--- config.mk ---
export PLATFORM = sky130hd
export DESIGN_NAME = fetch_sequencer
export DESIGN_NICKNAME = d
export VERILOG_FILES = /design/src/rtl/fetch_sequencer.sv
export SDC_FILE = /design/constraint.sdc
export NUM_CORES = 1
export LEC_CHECK = 0
export CAP_MARGIN = 20
export CORE_AREA = 2 2 77 79
export CTS_CLUSTER_DIAMETER = 100
export DETAILED_ROUTE_END_ITERATION = 10
export DIE_AREA = 0 0 79 81
export GPL_ROUTABILITY_DRIVEN = 0
export GPL_TIMING_DRIVEN = 0
export PLACE_DENSITY = 0.81
export SETUP_SLACK_MARGIN = 0.2
export SYNTH_ARGS = -nofsm -noshare
export SYNTH_HDL_FRONTEND = slang
export SYNTH_SLANG_ARGS = --single-unit
export TNS_END_PERCENT = 100
--- constraint.sdc ---
create_clock -name clk -period 3.15 [get_ports clk]
set_input_delay 0.315 -clock clk [delete_from_list [all_inputs] [get_ports clk]]
set_output_delay 0.315 -clock clk [all_outputs]
set_load 0.01 [all_outputs]
--- src/rtl/fetch_sequencer.sv ---
// Instruction-fetch sequencer: owns the PC, drives the ROM address and fills the IF/ID slot.
// Optional single-step fetch is enabled with `define FETCH_SEQ_STEP_EN.
module fetch_sequencer #(
  parameter int                     ADDR_W      = 10,
  parameter int                     INSTR_W     = 16,
  parameter int                     OPC_W       = 6,
  parameter logic [INSTR_W-1:0]     NOP_INSTR   = 16'h0000,
  parameter logic [OPC_W-1:0]       HALT_OPC    = 6'h3F,
  parameter int                     FLUSH_SLOTS = 1
) (
  input  logic               clk,
  input  logic               reset,
  output logic [ADDR_W-1:0]  rom_addr,
  input  logic [INSTR_W-1:0] rom_data,
  input  logic               br_taken,
  input  logic [ADDR_W-1:0]  br_target,
  output logic               out_valid,
  input  logic               out_ready,
  output logic [INSTR_W-1:0] out_instr,
  output logic [ADDR_W-1:0]  out_pc,
  output logic [ADDR_W-1:0]  out_npc,
  output logic               halted
`ifdef FETCH_SEQ_STEP_EN
  ,
  input  logic               step_mode,
  input  logic               step
`endif
);

  typedef enum logic [1:0] {S_RUN, S_FLUSH, S_HALT} state_t;

  localparam logic [2:0] FLUSH_INIT = 3'(FLUSH_SLOTS);

  state_t             state_q, state_d;
  logic [ADDR_W-1:0]  pc_q, pc_d;
  logic               valid_q, valid_d;
  logic [INSTR_W-1:0] instr_q, instr_d;
  logic [ADDR_W-1:0]  opc_q, opc_d;
  logic [ADDR_W-1:0]  npc_q, npc_d;
  logic [2:0]         cnt_q, cnt_d;

  logic               load;
  logic               step_ok;
  logic [ADDR_W-1:0]  pc_inc;

  assign load   = !valid_q || out_ready;
  assign pc_inc = pc_q + ADDR_W'(1);

`ifdef FETCH_SEQ_STEP_EN
  assign step_ok = !step_mode || step;
`else
  assign step_ok = 1'b1;
`endif

  always_comb begin
    state_d = state_q;
    pc_d    = pc_q;
    valid_d = valid_q;
    instr_d = instr_q;
    opc_d   = opc_q;
    npc_d   = npc_q;
    cnt_d   = cnt_q;

    if (br_taken) begin
      // Redirect kills the slot even under stall; any same-cycle fetch is dropped.
      pc_d    = br_target;
      valid_d = 1'b0;
      instr_d = NOP_INSTR;
      if (FLUSH_SLOTS > 0) begin
        state_d = S_FLUSH;
        cnt_d   = FLUSH_INIT;
      end else begin
        state_d = S_RUN;
        cnt_d   = 3'd0;
      end
    end else begin
      case (state_q)
        S_RUN: begin
          if (load) begin
            if (step_ok) begin
              instr_d = rom_data;
              opc_d   = pc_q;
              npc_d   = pc_inc;
              valid_d = 1'b1;
              if (rom_data[INSTR_W-1 -: OPC_W] == HALT_OPC) begin
                state_d = S_HALT;
              end else begin
                pc_d = pc_inc;
              end
            end else begin
              valid_d = 1'b0;
            end
          end
        end
        S_FLUSH: begin
          if (cnt_q <= 3'd1) begin
            state_d = S_RUN;
            cnt_d   = 3'd0;
          end else begin
            cnt_d = cnt_q - 3'd1;
          end
        end
        S_HALT: begin
          // The HALT word itself still drains through the handshake.
          if (load) begin
            valid_d = 1'b0;
          end
        end
        default: state_d = S_RUN;
      endcase
    end
  end

  always_ff @(posedge clk) begin
    if (reset) begin
      state_q <= S_RUN;
      pc_q    <= '0;
      valid_q <= 1'b0;
      instr_q <= NOP_INSTR;
      opc_q   <= '0;
      npc_q   <= '0;
      cnt_q   <= 3'd0;
    end else begin
      state_q <= state_d;
      pc_q    <= pc_d;
      valid_q <= valid_d;
      instr_q <= instr_d;
      opc_q   <= opc_d;
      npc_q   <= npc_d;
      cnt_q   <= cnt_d;
    end
  end

  assign rom_addr  = pc_q;
  assign out_valid = valid_q;
  assign out_instr = instr_q;
  assign out_pc    = opc_q;
  assign out_npc   = npc_q;
  assign halted    = (state_q == S_HALT);

endmodule

# [Word-level counts from Yosys, hierarchy flattened]
# Index checks and enable logic that the tools add are counted.
[totals] ramBits=0 regBits=52 word_cells=55 output_inout_bits=48 n_memories=0 latch_bits=0 in_bits=30 rom_bits=0
[classes] n_bitwise=2 reduce_logical=14 eq_ne=12 multipliers=0 mux=15 shift=0 n_lt_le_gt_ge=1 div_mod_pow=0 add_sub_neg=2
[op_table] op="two-way mux 10 bit" count=4
[op_table] op="adder 10 x 1 -> 10 bit, second input constant" count=1
[op_table] op="inequality test 2 bit, second input constant" count=5
[op_table] op="inequality test 3 bit, second input constant" count=3
[op_table] op="AND reduction 3 bit" count=3
[op_table] op="AND reduction 4 bit" count=2
[op_table] op="nonzero test 2 bit" count=4
[op_table] op="equality test 6 bit, second input constant" count=1
[op_table] op="two-way mux 2 bit" count=3
[op_table] op="one-hot mux 2 bit (3 select lines)" count=1
[op_table] op="two-way mux 1 bit" count=5
[op_table] op="less-or-equal comparator 3 x 1 -> 1 bit, second input constant" count=1
[op_table] op="two-way mux 3 bit" count=1
[op_table] op="subtractor 3 x 1 -> 3 bit, second input constant" count=1
[op_table] op="equality test 2 x 1 -> 1 bit, second input constant" count=1
[op_table] op="equality test 2 bit, second input constant" count=1
[op_table] op="zero test 2 bit" count=1
[op_table] op="inequality test 2 x 1 -> 1 bit, second input constant" count=1
[op_table] op="NOT 1 bit" count=2
[op_table] op="one-hot mux 1 bit (2 select lines)" count=1
[op_table] op="AND reduction 2 bit" count=1
[op_table] op="OR reduction 2 bit" count=1
[op_table] op="zero test 1 bit" count=1
[op_table] op="logical OR 1 bit" count=1

# [Longest topological paths before layout]
# Gate-level depths: netlist of the first run.
[logic_depth] depth_word=5 mapped_depth=7 mapped_depth_nobuf=6

# [Worst setup path after synthesis of the first run]
# OpenSTA, ideal clock, no wires.
[synth_timing] path_type="reg2reg" from="register pc_q[0] (netlist: rom_addr[0])" to="register pc_q[6] (netlist: rom_addr[6])" setup_ps=91 slack_ps=1523 t_arrival_ps=1536 synth_period_minus_slack_ps=1627 stages_incl_launch_ff=6 required_ps=3059 path_buffers=0 path_cell_list="dfxtp_1 -> ha_1 -> and3_1 -> nand3_1 -> or3_1 -> a311oi_1"
[synth_via] elab_chain_len=5
[synth_lines] element="start: declaration" line="35" text="logic [ADDR_W-1:0] pc_q, pc_d;"
[synth_lines] element="start signal: assignment" line="125" text="pc_q <= pc_d;"
[synth_lines] element="adder 10 x 1 -> 10 bit" line="47" text="assign pc_inc = pc_q + ADDR_W'(1);"
[synth_lines] element="two-way mux 10 bit" line="85" text="if (rom_data[INSTR_W-1 -: OPC_W] == HALT_OPC) begin"
[synth_lines] element="two-way mux 10 bit" line="79" text="if (load) begin"
[synth_lines] element="two-way mux 10 bit" line="77" text="case (state_q)"
[synth_lines] element="two-way mux 10 bit" line="64" text="if (br_taken) begin"
# Every way passes these cells. The select of a mux whose other input is x is not followed.
# A chain may end at the register's enable or synchronous reset.

# [Worst setup path in the final report of the first run]
# Same ends and word-level chain as after synthesis.

==> impl_metrics.yaml, run 1 <==
run_status:
  status: "finished, final reports clean"
sta:
  setup_slack_ns: 1.32
  worst_slew_pin_slew_ns: 0.467
  setup_tns_ns: 0
  maxSlewHeadroom: 0.689
  hold_slack_ns: 0.459
  post-route-period-util: 0.583
  report.final.slew_viol_count: 0
  finClkSkew_ns: 0.0121
  setup-violations-final: 0
  fmax_ghz: 0.545
  grt_setup_unrepaired: "no"
  post-route-min-period_ns: 1.83
  hold_violations: 0
die:
  dieArea_um2: 6400
  die_y_um: 81
  core_um2: 5680
  placementRows: 28
  ios: 78
  die_w_um: 79
  initial_utilization: 0.384
synth:
  avgSynthCellArea_um2: 8.29
  ys_seq_area_frac: 0.478
  yosysWarningCount: 0
  synth.net_count: 296
  syn_area_um2: 2180
  synth_cells: 263
  synth.distinct_cells: 38
  synth_seq_cells: 52
finish:
  layout-drive-gt1-share: 0.0605
  area_growth_pct: 43.5
  antenna_cells: 0
  nNetsFinal: 379
  stdcell_area_um2: 3130
  final_util: 0.551
global_routing:
  grt_max_degree: 19
  antenna_found_initial: 0
  grt_overflow: 0
  first_global_vias: 2012
  track_usage: 0.188
  grt_first_pass_wirelength_um: 9450
clock_network:
  insertion_delay_ns: 0.32
  cts_buffers: 5
  cts_setup_buffers: 0
  tritoncts: "yes"
  clockBufferDepth: 2
  cts-resized-gates: 0
  cts_htree_levels: 2
  path_clk_slew_ns: 0.10
  cts_sinks: 52
  cts-root-buf: "clkbuf_8"
  postCtsHoldBufs: 0
placed_design:
  place_ws_ns: 1.19
  port_buffers: 76
  place_hpwl_um: 4280
  place_area_um2: 3030
drt:
  wl_met1_um: 2390
  ant_nets: 0
  vias: 2136
  viasPerCell: 5.06
  firstDrtPassIters: 4
  remaining_drc_errors: 0
  wire_per_inst_um: 13.6
  met2WireLength_um: 2760
  highest_layer: "met4"
  drtIter0Drc: 165
  wl_um: 5750
  wl_met3_um: 538
critical_path:
  worst-setup-path-type: "reg2reg"
  end_kind: "flip-flop"
  critPathLaunchType: "flip-flop"
  crit_arrival_ns: 2.06
  required_ns: 3.38
  worst-path-max-fanout: 6
job:
  drv_cap: 0
hold_path:
  min_path_type: "reg2reg"
power:
  peakVddDrop_uv: 272
  power_density_nw_per_um2: 449
  power_leakage_nw: 1.10
[power breakdown]
group	switching [mW]	internal, mW	total, mW	leakage (nW)
Combinational	0.122	0.142	0.265	0.625
Clock	0.244	0.162	0.406	0.0452
Sequential	0.0376	0.696	0.733	0.427
[cells in the final DEF (no fill, tap or decap), drive strengths merged, types with 3 or more instances in the layout]
| master | count |
|---|---|
| xnor2 | 6 |
| buf | 6 |
| dfxtp | 52 |
| nand2b | 3 |
| a221oi | 3 |
| inv | 7 |
| or3 | 4 |
| nand2 | 62 |
| nor3 | 4 |
| o21ai | 7 |
| a211oi | 12 |
| nand3 | 5 |
| clkbuf | 14 |
| ha | 3 |
| xor2 | 3 |
| nor2b | 5 |
| nor2 | 20 |
| clkdlybuf4s50 | 76 |
| a311oi | 6 |
| a21oi | 33 |
[critical path, stage by stage, from the launching register on]
cell and delay (ns):
dfxtp_1 0.48, ha_1 0.30, and3_1 0.22, nand3_1 0.15, or3_1 0.35, a311oi_1 0.25
[through the flow]
stage	total power, mW	std cells
floorplan	0.871	263
finish	1.40	422
CTS	1.42	422
global placement	1.01	414
detailed placement	1.01	414
global route	1.48	422
[path summary, 6_finish.rpt]
check	startpoint	to	slack [ns]	cells past startpoint
setup reg to reg	rom_addr[0]	rom_addr[6]	1.32	5
hold / removal	out_instr[2]	out_instr[2]	0.46	2
hold reg to reg	out_instr[2]	out_instr[2]	0.46	2
setup / recovery	rom_addr[0]	rom_addr[6]	1.32	5
[sequential cells by signal, indices dropped and copies added, names as in the netlist]
name / count
state_q: 2
out_instr: 16
rom_addr: 10
out_valid: 1
cnt_q: 3
out_pc: 10
out_npc: 10
[kinds of logic after synthesis]
group,share of synthesized area
simple gates,0.237
buf+inv,0.0413
fa+ha+maj,0.0172
flops,0.478
xor+xnor,0.0362
compound gates,0.191
[final cells by class]
| class | count | area, um^2 |
|---|---|---|
| fillers | 565 | 2550 |
| multi-input cells | 191 | 1050 |
| inverters | 5 | 18.8 |
| flip-flops and latches | 52 | 1040 |
| clock inverters | 3 | 25.0 |
| plain buffers | 15 | 71.3 |
| clock buffers | 5 | 68.8 |
| repair buffers | 76 | 761 |
| well taps | 75 | 93.8 |
[per-layer routing]
metal	global-route usage	vias to the layer above
met5	0	-
met3	0.0711	7
met4	0.0534	0
li1	-	1064
met1	0.222	981
met2	0.322	84
[cells in the mapped netlist (all sizes together)]
cell,n,area (um^2)
nor2b,5,31.3
and3,2,12.5
a311oi,6,52.6
nor2,20,82.6
dfxtp,52,1040
clkbuf,9,33.8
o31ai,1,7.51
a21oi,33,165
nor3,4,20.0
or2,2,12.5
nand3,5,30.0
o21bai,1,7.51
nor3b,1,7.51
o21ba,1,10.0
and2,1,6.26
o211ai,1,21.3
nand2b,3,21.3
a211oi,12,90.1
or4,1,7.51
or3,4,25.0
ha,3,37.5
a221oi,3,26.3
o21ai,7,35.0
nand2,62,233
nand3b,1,7.51
inv,5,18.8
xnor2,6,52.6
xor2,3,26.3
buf,6,37.5
and2b,1,7.51
nand4,2,12.5
Power figures use the tool's default switching activity.
==> inputs of run 2 (changes only) <==
==> constraint.sdc (replaced) <==
create_clock -name clk -period 1.8 [get_ports clk]
set_input_delay 0.18 -clock clk [delete_from_list [all_inputs] [get_ports clk]]
set_output_delay 0.18 -clock clk [all_outputs]
set_load 0.01 [all_outputs]
==> run 2 against run 1 <==
Compared with the run above:
- via count decreased by 0.42%
- clock-buffer cell count increased by 1
- fmax rose by 17%
- setup slack got worse by 1.1 ns
- critical path type unchanged
- critical endpoint unchanged
==> impl_metrics.yaml, run 2 (synthesized netlist as in run 1, its figures left out) <==
drt:
  met2WireLength_um: 2850
  wire_per_inst_um: 13.7
  wl_met1_um: 2440
  highest_layer: "met4"
  viasPerCell: 5.04
  wl_um: 5800
  wl_met3_um: 408
  vias: 2127
  ant_nets: 0
  firstDrtPassIters: 4
  drtIter0Drc: 117
  remaining_drc_errors: 0
sta:
  worst_slew_pin_slew_ns: 0.510
  report.final.slew_viol_count: 0
  fmax_ghz: 0.638
  setup_tns_ns: 0
  maxSlewHeadroom: 0.660
  finClkSkew_ns: 0.00950
  hold_violations: 0
  setup-violations-final: 0
  post-route-min-period_ns: 1.57
  post-route-period-util: 0.871
  grt_setup_unrepaired: "yes"
die:
  die_y_um: 81
  die_w_um: 79
  placementRows: 28
  core_um2: 5680
  dieArea_um2: 6400
  initial_utilization: 0.384
  ios: 78
finish:
  n_fill_cell: 554
  nNetsFinal: 379
  antenna_cells: 0
  final_cell_mix: "75 x clkdlybuf4s50_1, 62 x nand2_1, 43 x dfxtp_1, 33 x a21oi_1, 19 x nor2_1"
  stdcell_area_um2: 3160
  layout-drive-gt1-share: 0.0922
  largest_register_ffs: 16
  final_util: 0.556
  layout_commonest_cell: "clkdlybuf4s50_1"
  area_growth_pct: 44.8
clock_network:
  cts_sinks: 52
  cts_buffers: 5
  path_clk_slew_ns: 0.10
  cts_htree_levels: 2
  insertion_delay_ns: 0.31
  postCtsHoldBufs: 0
  tritoncts: "yes"
  clockBufferDepth: 2
  cts_setup_buffers: 0
  cts-root-buf: "clkbuf_8"
global_routing:
  grt_first_pass_wirelength_um: 9310
  grt_max_degree: 17
  track_usage: 0.184
  first_global_vias: 2125
  antenna_found_initial: 0
  grt_overflow: 0
run_status:
  status: "finished, final reports clean"
power:
  power_leakage_nw: 1.10
  peakVddDrop_uv: 418
  power_density_nw_per_um2: 774
critical_path:
  rrSetupSlack_ns: 0.23
  r2r-end: "rom_addr[6]"
  worst-setup-path-type: "reg2reg"
  required_ns: 2.02
  cp-startpoint: "rom_addr[0]"
  worstRegToRegCells: 5
  worst-path-max-fanout: 6
  r2r_start: "rom_addr[0]"
  end_kind: "flip-flop"
  crit_arrival_ns: 1.79
  critPathLaunchType: "flip-flop"
hold_path:
  min_to: "out_instr[0]"
  hp-start: "rom_data[0]"
  hold_path_depth: 3
  min_path_type: "in2reg"
placed_design:
  place_hpwl_um: 4360
  port_buffers: 76
  place_area_um2: 3040
job:
  drv_cap: 0
==> run 2: changes by cell type in the layout (fill, tap and decap cells not counted) <==
cell,previous run,this run
nand3_1,4,3
nand3_2,1,2
dlygate4sd2_1,0,1
ha_4,0,1
clkdlybuf4s50_1,76,75
inv_6,2,0
clkbuf_2,0,1
ha_1,3,2
clkinv_4,0,1
dfxtp_2,0,7
dfxtp_1,52,43
dfxtp_4,0,2
==> run 2: worst max-delay path by stage <==
stage | to | slack [ns] | cells past startpoint
floorplan | rom_addr[6] | 0.20 | 5
global placement | out_instr[10] | -0.002 | 6
detailed placement | rom_addr[8] | -0.06 | 6
CTS | rom_addr[6] | 0.21 | 5
global route | out_pc[0] | 0.16 | 5
finish | rom_addr[6] | 0.23 | 5
==> run 2: cell type report <==
| class | instances | area, um^2 | share of cell area |
|---|---|---|---|
| Inverter | 5 | 18.8 | 0.00595 |
| Clock inverter | 2 | 16.3 | 0.00515 |
| Tap cell | 75 | 93.8 | 0.0297 |
| Sequential cell | 52 | 1060 | 0.335 |
| Multi-Input combinational cell | 191 | 1070 | 0.338 |
| Buffer | 15 | 72.6 | 0.0230 |
| Clock buffer | 6 | 72.6 | 0.0230 |
| Timing Repair Buffer | 76 | 759 | 0.241 |
==> run 2: power breakdown <==
| group | switching (mW) | total (mW) | internal, mW | leakage [nW] |
|---|---|---|---|---|
| Combinational | 0.218 | 0.472 | 0.254 | 0.632 |
| Clock | 0.405 | 0.682 | 0.278 | 0.0414 |
| Sequential | 0.0700 | 1.29 | 1.22 | 0.430 |
| Total | 0.692 | 2.44 | 1.75 | 1.10 |
==> run 2: per-stage QoR <==
step           std cells  total power [mW]  hold WS (ns)  setup slack [ns]
2_1_floorplan        263              1.52         0.252             0.201
3_3_place_gp         414              1.76         0.441          -0.00231
3_5_place_dp         414              1.78         0.449           -0.0565
4_1_cts              422              2.44         0.407             0.209
5_1_grt              422              2.54         0.432             0.163
6_report             422              2.44         0.407             0.231
==> run 2: critical path, stage by stage, from the launching register on <==
cell      delay, ns
dfxtp_4        0.41
ha_4           0.17
and3_1         0.22
nand3_2        0.12
or3_1          0.33
a311oi_1       0.24
==> run 2: repair_timing <==
item,CTS,global route
endpoints found under the setup margin,7,26
resized for setup,11,5
gates cloned,0,0
==> run 2: per-layer routing <==
layer  vias to the layer above  track usage
met5                         -            0
met4                         0       0.0690
met3                        13       0.0433
met2                        77        0.338
met1                       968        0.208
li1                       1069            -
==> inputs of run 3 (changes only) <==
--- a/config.mk
+++ b/config.mk
@@ -6,13 +6,15 @@
 export NUM_CORES = 1
 export LEC_CHECK = 0
 export CAP_MARGIN = 20
-export CORE_AREA = 2 2 77 79
+export CELL_PAD_IN_SITES_DETAIL_PLACEMENT = 2
+export CELL_PAD_IN_SITES_GLOBAL_PLACEMENT = 2
+export CORE_AREA = 2 2 97 99
 export CTS_CLUSTER_DIAMETER = 100
 export DETAILED_ROUTE_END_ITERATION = 10
-export DIE_AREA = 0 0 79 81
+export DIE_AREA = 0 0 99 101
 export GPL_ROUTABILITY_DRIVEN = 0
 export GPL_TIMING_DRIVEN = 0
-export PLACE_DENSITY = 0.81
+export PLACE_DENSITY = 0.87
 export SETUP_SLACK_MARGIN = 0.2
 export SYNTH_ARGS = -nofsm -noshare
 export SYNTH_HDL_FRONTEND = slang
==> run 3 against run 2 <==
Compared with the run above:
- clock skew rose by 0.0029 ns
- non-clock buffer count rose by 2
- clock-buffer cell count did not move
- utilization fell by 19 points
- design area rose by 4.0%
- via count rose by 5.0%
- critical endpoint is now rom_addr[6]
- largest cell class unchanged
- highest routed layer unchanged
==> impl_metrics.yaml, run 3 (synthesized netlist as in run 1, its figures left out) <==
run_status:
  status: "finished, final reports clean"
clock_network:
  path_clk_slew_ns: 0.10
  cts_sinks: 52
  cts_buffers: 5
  tritoncts: "yes"
  postCtsHoldBufs: 0
  clockBufferDepth: 2
  cts_htree_levels: 2
  cts-root-buf: "clkbuf_8"
  insertion_delay_ns: 0.31
placed_design:
  place_ws_ns: -0.203
  port_buffers: 76
  place_hpwl_um: 5540
die:
  core_um2: 8980
  dieArea_um2: 10000
  die_w_um: 99
  ios: 78
  initial_utilization: 0.243
  die_y_um: 101
  placementRows: 35
sta:
  finClkSkew_ns: 0.0124
  report.final.slew_viol_count: 0
  hold_violations: 0
  maxSlewHeadroom: 0.632
  setup-violations-final: 0
  setup_slack_ns: 0.212
  fmax_ghz: 0.630
  worst_slew_pin_slew_ns: 0.552
  post-route-min-period_ns: 1.59
  grt_setup_unrepaired: "yes"
  post-route-period-util: 0.882
  hold_slack_ns: 0.407
critical_path:
  critPathLaunchType: "flip-flop"
  path_cells: "clkdlybuf4s50_1"
  slowest_delay_ns: 0.61
  crit_family: "buffers and inverters"
  required_ns: 1.62
  end_kind: "output port"
  crit_slowest_cell: "clkdlybuf4s50_1"
  worst-setup-path-type: "reg2out"
  worst-path-max-fanout: 7
  cp_num_buf_inv: 1
  crit_arrival_ns: 1.41
finish:
  final_cell_mix: "75 x clkdlybuf4s50_1, 62 x nand2_1, 43 x dfxtp_1, 33 x a21oi_1, 19 x nor2_1"
  antenna_cells: 0
  final_util: 0.366
  layout_commonest_cell: "clkdlybuf4s50_1"
  layout-drive-gt1-share: 0.115
  area_growth_pct: 50.6
  largest_register_ffs: 16
  nNetsFinal: 381
global_routing:
  grt_max_degree: 17
  first_global_vias: 2434
  grt_overflow: 0
  top_usage_layer: "met2"
  grtUsageMet1: 0.179
  grt_first_pass_wirelength_um: 12300
  use_met2: 0.278
  track_usage: 0.154
  antenna_found_initial: 0
  use_met3: 0.0437
drt:
  firstDrtPassIters: 4
  ant_nets: 0
  vias: 2233
  drtIter0Drc: 43
  wire_per_inst_um: 16.3
  viasPerCell: 4.85
  remaining_drc_errors: 0
  wl_um: 7500
power:
  peakVddDrop_uv: 280
  power_leakage_nw: 1.15
  power_density_nw_per_um2: 808
hold_path:
  min_path_type: "in2reg"
job:
  drv_cap: 0
## run 3: stage by stage
| stage | TNS (ns) | instance area (um^2) | std cells | power, mW |
|---|---|---|---|---|
| after global routing | 0 | 3280 | 460 | 2.80 |
| after CTS | 0 | 3240 | 459 | 2.69 |
| after global placement | -1.67 | 3080 | 450 | 1.78 |
| final | 0 | 3280 | 460 | 2.65 |
| after detailed placement | -3.16 | 3080 | 450 | 1.80 |
| after floorplan | 0 | 2180 | 263 | 1.52 |
## run 3: final cells by class
type | instances | area (um^2)
plain buffers | 15 | 77.6
clock buffers | 6 | 82.6
clock inverters | 2 | 38.8
fillers | 1015 | 5700
inverters | 5 | 18.8
multi-input cells | 191 | 1090
flip-flops and latches | 52 | 1060
well taps | 111 | 139
repair buffers | 78 | 774
## run 3: repair_timing
| item | in CTS | in global routing |
|---|---|---|
| pin swaps | 2 | 4 |
| endpoints found under the hold margin | 0 | 0 |
| setup buffers | 1 | 1 |
| gates resized for setup | 15 | 11 |
| endpoints found under the setup margin | 25 | 22 |
## run 3: metal layers
layer  vias to the layer above  wire (um)
met5                         -          0
li1                       1069          -
met2                        54       3850
met3                         6        456
met4                         0         67
met1                      1104       3120
## run 3: where the power goes
group / switching [mW] / internal (mW)
Sequential: 0.0715 / 1.22
Combinational: 0.237 / 0.262
Clock: 0.408 / 0.455
## run 3: path summary, 6_finish.rpt
check                              startpoint            end  slack, ns  cells after the start
worst max-delay path              rom_addr[6]    rom_addr[6]       0.21                      1
worst min-delay path              rom_data[7]   out_instr[7]       0.41                      3
worst max register to register    rom_addr[1]    rom_addr[6]       0.21                      5
worst min register to register  out_instr[13]  out_instr[13]       0.46                      2
